### src/rtl/hex_display_scan.sv
// Time-multiplexed N-digit hex 7-segment scanner with a double-buffered display word,
// anode guard gaps, per-digit blanking, decimal points and leading-zero suppression.

module hex_digit_lane #(
  parameter bit IS_LSD = 1'b0
) (
  input  logic [3:0] nib,
  input  logic       zero_hi,
  input  logic       blank,
  input  logic       dp_in,
  input  logic       lz,
  output logic [6:0] seg,
  output logic       dp
);
  logic [6:0] glyph;
  logic       dark;

  always_comb begin
    glyph = 7'h7F;
    case (nib)
      4'h0: glyph = 7'b0000001;
      4'h1: glyph = 7'b1001111;
      4'h2: glyph = 7'b0010010;
      4'h3: glyph = 7'b0000110;
      4'h4: glyph = 7'b1001100;
      4'h5: glyph = 7'b0100100;
      4'h6: glyph = 7'b0100000;
      4'h7: glyph = 7'b0001111;
      4'h8: glyph = 7'b0000000;
      4'h9: glyph = 7'b0000100;
      4'hA: glyph = 7'b0001000;
      4'hB: glyph = 7'b1100000;
      4'hC: glyph = 7'b0110001;
      4'hD: glyph = 7'b1000010;
      4'hE: glyph = 7'b0110000;
      4'hF: glyph = 7'b0111000;
      default: glyph = 7'h7F;
    endcase
  end

  // The least significant digit always shows, so an all-zero word still reads "0".
  assign dark = blank | (lz & zero_hi & ~IS_LSD);
  assign seg  = dark ? 7'h7F : glyph;
  assign dp   = dark | ~dp_in;
endmodule

module hex_display_scan #(
  parameter int DIGITS    = 4,
  parameter int SCAN_CYC  = 50000,
  parameter int GUARD_CYC = 16,
  parameter bit AN_LOW    = 1'b1
) (
  input  logic                  clk,
  input  logic                  rst,
  input  logic [4*DIGITS-1:0]   value,
  input  logic [DIGITS-1:0]     dp_in,
  input  logic [DIGITS-1:0]     blank,
  input  logic                  lz_en,
  input  logic                  load,
  output logic [6:0]            seg,
  output logic                  dp,
  output logic [DIGITS-1:0]     an,
  output logic                  frame
);
  localparam int CMAX = (SCAN_CYC > GUARD_CYC) ? SCAN_CYC : GUARD_CYC;
  localparam int CW   = $clog2(CMAX + 1);
  localparam int IW   = (DIGITS > 1) ? $clog2(DIGITS) : 1;
  localparam logic [DIGITS-1:0] AN_OFF = {DIGITS{AN_LOW}};

  typedef enum logic {GUARD = 1'b0, DRIVE = 1'b1} state_t;

  typedef struct packed {
    logic [DIGITS-1:0][3:0] value;
    logic [DIGITS-1:0]      dp;
    logic [DIGITS-1:0]      blank;
    logic                   lz;
  } disp_t;

  state_t          state, state_nx;
  logic [CW-1:0]   cnt, cnt_nx;
  logic [IW-1:0]   idx, idx_nx;
  logic            wrap, commit, dirty;
  disp_t           pend, act, act_nx;

  logic [DIGITS-1:0]      zhi;
  logic [DIGITS-1:0][6:0] lane_seg;
  logic [DIGITS-1:0]      lane_dp;
  logic [DIGITS-1:0]      an_on;

  always_comb begin
    state_nx = state;
    cnt_nx   = cnt + 1'b1;
    idx_nx   = idx;
    wrap     = 1'b0;
    case (state)
      GUARD: begin
        if (GUARD_CYC == 0 || cnt == CW'(GUARD_CYC - 1)) begin
          state_nx = DRIVE;
          cnt_nx   = '0;
        end
      end
      DRIVE: begin
        if (cnt == CW'(SCAN_CYC - 1)) begin
          cnt_nx   = '0;
          state_nx = (GUARD_CYC == 0) ? DRIVE : GUARD;
          if (idx == IW'(DIGITS - 1)) begin
            idx_nx = '0;
            wrap   = 1'b1;
          end else begin
            idx_nx = idx + 1'b1;
          end
        end
      end
      default: begin
        state_nx = GUARD;
        cnt_nx   = '0;
      end
    endcase
  end

  // Commit happens on the wrap edge itself, so the new word drives from digit 0 onward.
  assign commit = wrap & dirty;
  assign act_nx = commit ? pend : act;

  for (genvar i = 0; i < DIGITS; i++) begin : g_lane
    if (i == DIGITS - 1) begin : g_top
      assign zhi[i] = (act_nx.value[i] == 4'h0);
    end else begin : g_mid
      assign zhi[i] = (act_nx.value[i] == 4'h0) & zhi[i+1];
    end
    hex_digit_lane #(.IS_LSD(i == 0)) u_lane (
      .nib     (act_nx.value[i]),
      .zero_hi (zhi[i]),
      .blank   (act_nx.blank[i]),
      .dp_in   (act_nx.dp[i]),
      .lz      (act_nx.lz),
      .seg     (lane_seg[i]),
      .dp      (lane_dp[i])
    );
  end

  assign an_on = DIGITS'(1) << idx_nx;

  always_ff @(posedge clk) begin
    if (rst) begin
      state <= GUARD;
      cnt   <= '0;
      idx   <= '0;
      pend  <= '0;
      act   <= '0;
      dirty <= 1'b0;
      seg   <= 7'h7F;
      dp    <= 1'b1;
      an    <= AN_OFF;
      frame <= 1'b0;
    end else begin
      state <= state_nx;
      cnt   <= cnt_nx;
      idx   <= idx_nx;
      act   <= act_nx;
      frame <= commit;
      // A load on the commit edge refills pending and keeps it dirty for the next frame.
      if (load) begin
        pend  <= '{value: value, dp: dp_in, blank: blank, lz: lz_en};
        dirty <= 1'b1;
      end else if (commit) begin
        dirty <= 1'b0;
      end
      if (state_nx == DRIVE) begin
        seg <= lane_seg[idx_nx];
        dp  <= lane_dp[idx_nx];
        an  <= AN_LOW ? ~an_on : an_on;
      end else begin
        seg <= 7'h7F;
        dp  <= 1'b1;
        an  <= AN_OFF;
      end
    end
  end
endmodule

### config.mk
export PLATFORM = sky130hd
export DESIGN_NAME = hex_display_scan
export DESIGN_NICKNAME = d
export VERILOG_FILES = /design/src/rtl/hex_display_scan.sv
export SDC_FILE = /design/constraint.sdc
export NUM_CORES = 1
export LEC_CHECK = 0
export CORE_MARGIN = 2
export CORE_UTILIZATION = 38
export DETAILED_ROUTE_END_ITERATION = 16
export GPL_TIMING_DRIVEN = 0
export PLACE_DENSITY_LB_ADDON = 0.05
export SYNTH_ARGS = -nofsm -noshare
export SYNTH_HDL_FRONTEND = slang
export SYNTH_SLANG_ARGS = --single-unit
### constraint.sdc
create_clock -name clk -period 3.8 [get_ports clk]
set_input_delay 0.76 -clock clk [delete_from_list [all_inputs] [get_ports clk]]
set_output_delay 0.76 -clock clk [all_outputs]
set_load 0.01 [all_outputs]
Word-level counts from Yosys, hierarchy flattened
Memory sizes are Yosys's and may differ from the RTL's.
Index checks and enable logic that the tools add are counted.
{"block": "word_totals", "mem_bits_ro": 448, "in_bits": 28, "regBits": 83, "word_cells": 81, "output_inout_bits": 13, "n_memories": 4}
{"name": "(no name shown)", "depth": 16, "word_bits": 7, "read_ports": 1, "rd_clocked_by_memory_dff": 0, "wr": 0, "line": "20", "text": "case (nib)"}
{"name": "(no name shown)", "depth": 16, "word_bits": 7, "read_ports": 1, "rd_clocked_by_memory_dff": 0, "wr": 0, "line": "20"}
{"name": "(no name shown)", "depth": 16, "word_bits": 7, "read_ports": 1, "rd_clocked_by_memory_dff": 0, "wr": 0, "line": "20"}
{"name": "(no name shown)", "depth": 16, "word_bits": 7, "read_ports": 1, "rd_clocked_by_memory_dff": 0, "wr": 0, "line": "20"}
{"block": "classes", "magnitude_cmp": 1, "eq_ne": 3, "mux": 23, "add_sub_neg": 2, "n_bitwise": 20, "shifts": 1, "reduce_logical": 5}
{"cell": "$mux W7", "count": 5}
{"cell": "$mux W16", "count": 2}
{"cell": "$pmux W16 S2", "count": 1}
{"cell": "$mux W25", "count": 1}
{"cell": "$add A16 B1 Y16 const B", "count": 1}
{"cell": "$eq A16 B16 Y1 const B", "count": 1}
{"cell": "$eq A16 B4 Y1 const B", "count": 1}
{"cell": "$bmux W7 S2", "count": 1}
{"cell": "$logic_not A4 Y1", "count": 3}
{"cell": "$mux W1", "count": 8}
{"cell": "$or A1 B1 Y1", "count": 7}
{"cell": "$and A1 B1 Y1", "count": 6}
{"cell": "$mux W2", "count": 3}
{"cell": "$not A1 Y1", "count": 6}
{"cell": "$not A4 Y4", "count": 1}
{"cell": "$shl A1 B2 Y4 const A", "count": 1}
{"cell": "$lt A2 B3 Y1 const B", "count": 1}
{"cell": "$add A2 B1 Y2 const B", "count": 1}
{"cell": "$bmux W1 S2", "count": 1}
{"cell": "$eq A2 B2 Y1 const B", "count": 1}
{"cell": "$pmux W1 S2", "count": 1}
{"cell": "$reduce_bool A2 Y1", "count": 1}
{"cell": "$reduce_or A2 Y1", "count": 1}

Longest topological paths before layout
{"block": "logic_depth", "word_depth": 14, "mapped_depth": 19, "ltp_nobuf": 14}

Hierarchy
Synthesis repeated with hierarchy kept, for this count alone.
{"block": "hier_totals", "hier_cells": 557, "hier_area_um2": 4619.4}
{"module": "hex_display_scan", "seq_area_each_um2": 1661.6, "area_each_um2": 3387.0, "cells_per_inst": 395, "n_inst": 1}
{"module": "hex_digit_lane at g_lane[2].u_lane ...", "seq_area_each_um2": 0.0, "area_each_um2": 310.3, "cells_per_inst": 41, "n_inst": 2}
{"module": "hex_digit_lane at g_lane[1].u_lane", "seq_area_each_um2": 0.0, "area_each_um2": 325.3, "cells_per_inst": 39, "n_inst": 1}
{"module": "hex_digit_lane at g_lane[0].u_lane", "seq_area_each_um2": 0.0, "area_each_um2": 286.5, "cells_per_inst": 41, "n_inst": 1}

Least setup slack after synthesis
OpenSTA, ideal clock, no wires.
{"block": "synth_timing", "path_kind": "register to register", "start": "reg cnt[0]", "end": "reg seg[5]", "t_arrival_ns": 3.831, "period_less_slack_ns": 3.897, "path_buffers": 5, "path_stages_with_launch": 19, "slack_ns": -0.097, "setup_ns": 0.066, "path_cell_list": "dfxtp_1 > ha_1 > and3_1 > buf_2 > and3_1 > buf_6 > nand2_4 > buf_6 > buf_2 > buf_2 > mux2i_1 > ha_1 > nand3_1 > a2111oi_0 > o21ai_0 > o31ai_2 > a2111oi_0 > a211o_1 > nand4b_1"}
{"block": "synth_between", "elab_chain_len": 13, "word_cells_on_any_way": 34, "classes_between": "2 x eq/ne; 14 x mux; 10 x bitwise; 4 x reduce/logical; 4 x memory"}
{"element": "start, declared", "line": "80", "text": "logic [CW-1:0] cnt, cnt_nx;"}
{"element": "start signal, assigned", "line": "158", "text": "cnt <= cnt_nx;"}
{"element": "$eq A16 B16 Y1", "line": "103", "text": "if (cnt == CW'(SCAN_CYC - 1)) begin"}
{"element": "$mux W1", "line": "103"}
{"element": "$mux W1", "line": "95", "text": "case (state)"}
{"element": "$and A1 B1 Y1", "line": "122", "text": "assign commit = wrap & dirty;"}
{"element": "$mux W25", "line": "123", "text": "assign act_nx = commit ? pend : act;"}
{"element": "$logic_not A4 Y1 (on tied branches)", "line": "129, 127"}
{"element": "$and A1 B1 Y1 (2 in series)", "line": "129", "text": "assign zhi[i] = (act_nx.value[i] == 4'h0) & zhi[i+1];"}
{"element": "$and A1 B1 Y1", "line": "42", "text": "assign dark = blank | (lz & zero_hi & ~IS_LSD);"}
{"element": "$or A1 B1 Y1", "line": "42"}
{"element": "$mux W7", "line": "43", "text": "assign seg = dark ? 7'h7F : glyph;"}
{"element": "$bmux W7 S2", "line": "170", "text": "seg <= lane_seg[idx_nx];"}
{"element": "$mux W7 (implied by the code)", "line": "170"}
{"element": "end signal, assigned", "line": "170"}
{"element": "end, declared", "line": "60", "text": "output logic [6:0] seg,"}
Parallel ways exist; a longest one is shown, timed or not. The select of a mux whose other input is x is not followed.
A chain may end at the register's enable or synchronous reset.

Final worst setup path
Same ends and word-level chain as after synthesis.

==> flow_summary.toml <==
[global_routing]
grt.busiest_layer = "met2"
grt_start_max_net_pins = 13
grt_pass1_wl_um = 20000
track_usage = 0.202
grt_use_met3 = 0.0324
met1_usage = 0.292
gr-usage-met2 = 0.301
antenna_found_initial = 0
grt-ovfl-total = 0
grt_pass1_vias = 3708

[setup_path]
critPathRequiredTime_ns = 4.08
path_max_fanout = 10
worstSetupEndpoint = "seg[5]$_SDFF_PP1_"
r2r_start = "cnt[0]$_SDFF_PP0_"
r2r-end = "seg[5]$_SDFF_PP1_"
end_kind = "flip-flop"
worstPathArrival_ns = 3.88
critical_path_class = "reg2reg"
r2r_slack_ns = 0.19
cp-start-kind = "flip-flop"
r2r_cells = 18
startpoint = "cnt[0]$_SDFF_PP0_"

[placement]
dp.final_hpwl_um = 9190
dp_slack_ns = -0.760
portBuffers = 39
placedCellCount = 708
gp_congestion = 0.881

[final_layout]
fill_cells = 1177
syn_to_final_growth_pct = 22.9
final_cell_mix = "94 x nor2_1, 83 x dfxtp_1, 57 x mux2i_1"
stdcell_count = 726
final_nets = 627
drive_above_1_share = 0.0915
num_antenna_cells = 0
layout_commonest_cell = "nor2_1"
seq_area_um2 = 1660
multi_input_area_um2 = 2790

[synth]
ys_types = 55
synth_edf_count = 0
synth_area_um2 = 4560
synthArstFlopShare = 0
synth-xor-area-share = 0.0346
ys_seq_elements = 83
synth_compound_area_frac = 0.133
muxShareOfSynthArea = 0.163
ys_warn_count = 0
synth_top_family_by_area = "simple AND/OR/NAND/NOR gates"
synth_adder_area_share = 0.0631
avgSynthCellArea_um2 = 8.73
synth_nets = 573
netlist_instances = 522
yosys.area_share.simple = 0.195
synthFlopType = "dfxtp_1"
yosysSeqAreaShare = 0.365

[sta]
relSlewSlack = 0.364
hold_viol_final = 0
fin_skew_ns = 0.00696
drv_slew = 0
setup_slack_ns = 0.192
period_share = 0.949
rsz0062_at_grt = "false"
hold_slack_ns = 0.461
finalSetupViolCount = 0
tightest_slew_ns = 0.954
fmax_ghz = 0.277
min_period_ns = 3.61

[floorplan]
num_rows = 40
dieHeight_um = 114
die_x_um = 114
initial_core_util = 0.384
dieArea_um2 = 12900
ioPinCount = 41
core_area_um2 = 11900

[power_and_ir_drop]
power_mw = 1.86
powerDensity_nw_per_um2 = 332
power.leakage_nw = 2.47
peakVddDrop_mv = 0.184

[routing]
vias = 3928
wl_per_cell_um = 17.1
drt_iter0_drc = 268
dr.pass1.iters = 4
drc_errors = 0
viasPerCell = 5.41
totalWireLength_um = 12400
antenna_left = 0

[clock_network]
numCtsBuffers = 9
path_clk_slew_ns = 0.06
cts_tree = "done"
cts_root_buf = "clkbuf_16"
htree_levels = 3
hold_buffers = 0
clock-sinks = 83
clkLatencyLatePin_ns = 0.35
cts_buffer_depth = 2

[min_path]
hp-class = "reg2reg"

[outcome]
status = "completed"

[run]
maxCapViolCount = 0
## cells by family (layout without fill, tap and decap cells)
logic type / Yosys count / in the layout
flops: 83 / 83
mux: 70 / 70
simple gates: 188 / 188
xor+xnor: 18 / 18
compound gates: 92 / 92
buf+inv: 48 / 105
fa+ha+maj: 23 / 23
## worst min-delay path by stage
stage / from / cells past startpoint / endpoint / slack, ns
3_5_place_dp: act[4]$_SDFF_PP0_ / 2 / act[4]$_SDFF_PP0_ / 0.45
2_1_floorplan: cnt[0]$_SDFF_PP0_ / 1 / cnt[0]$_SDFF_PP0_ / 0.43
3_3_place_gp: cnt[0]$_SDFF_PP0_ / 1 / cnt[0]$_SDFF_PP0_ / 0.44
4_1_cts: act[4]$_SDFF_PP0_ / 2 / act[4]$_SDFF_PP0_ / 0.46
5_1_grt: act[4]$_SDFF_PP0_ / 2 / act[4]$_SDFF_PP0_ / 0.50
6_report: act[4]$_SDFF_PP0_ / 2 / act[4]$_SDFF_PP0_ / 0.46
## metal layers
layer,part of all wire,vias to the layer above
met1,0.51,1863
li1,-,1965
met5,0,-
met2,0.43,84
met3,0.041,16
met4,0.021,0
## metrics by stage
step / setup TNS, ns / util / instance area [µm²]
floorplan: 0 / - / 4580
global placement: -4.80 / 0.434 / 5150
detailed placement: -4.40 / 0.434 / 5150
CTS: 0 / 0.466 / 5530
global route: 0 / 0.472 / 5600
finish: 0 / 0.472 / 5600
## critical path: stages (launching register included)
cell and delay, ns:
dfxtp_1 0.33, ha_1 0.22, and3_1 0.15, buf_2 0.15
and3_1 0.16, buf_6 0.15, nand2_4 0.11, buf_12 0.16
buf_12 0.15, buf_12 0.15, mux2i_4 0.27, ha_4 0.19
nand4_1 0.17, nor3_2 0.21, o21ai_2 0.13, o31ai_4 0.29
a2111oi_0 0.10, a211o_1 0.30, nand4b_1 0.11
## synthesized netlist by cell type, drive strengths merged (4+ instances only)
cell type	number	share of area
o31ai	6	0.011
nand4	10	0.014
buf	12	0.017
a31oi	6	0.0082
xor2	12	0.023
o221ai	4	0.0077
and2	4	0.0055
mux2	8	0.021
mux2i	62	0.14
or3	7	0.0096
nand2	25	0.022
nand3b	5	0.0082
clkbuf	14	0.012
nor3	6	0.0066
dfxtp	83	0.36
nor2	95	0.078
o311ai	6	0.012
o2111ai	4	0.0077
xnor2	6	0.012
nor3b	6	0.0099
a21oi	23	0.025
nand3	14	0.015
ha	23	0.063
o21ai	23	0.025
inv	22	0.018
and3	5	0.0069
## cell type report
cell class                      count  share of cell area
Multi-Input combinational cell    391               0.499
Inverter                           22              0.0147
Tap cell                          147              0.0328
Clock inverter                      3             0.00715
Timing Repair Buffer               45              0.0777
Sequential cell                    83               0.297
Buffer                             24              0.0288
Clock buffer                       11              0.0433
## sequential cells by signal, summed over array words and instances, names as in the netlist
| register | flops |
|---|---|
| act | 25 |
| pend | 25 |
| cnt | 16 |
| seg | 7 |
| an | 4 |
| idx | 2 |
| dirty | 1 |
| dp | 1 |
| frame | 1 |
| state | 1 |
## power by group
group | internal (mW) | switching [mW] | total [mW] | leakage (nW)
logic | 0.0493 | 0.0465 | 0.0958 | 1.65
clock network | 0.517 | 0.339 | 0.856 | 0.141
registers | 0.890 | 0.0173 | 0.907 | 0.675
## repair_timing
action / CTS / global route
pin swaps: 3 / 4
resized for setup: 14 / 14
endpoints found under the setup margin: 8 / 8
setup buffers: 6 / 0
Power figures use the tool's default switching activity.
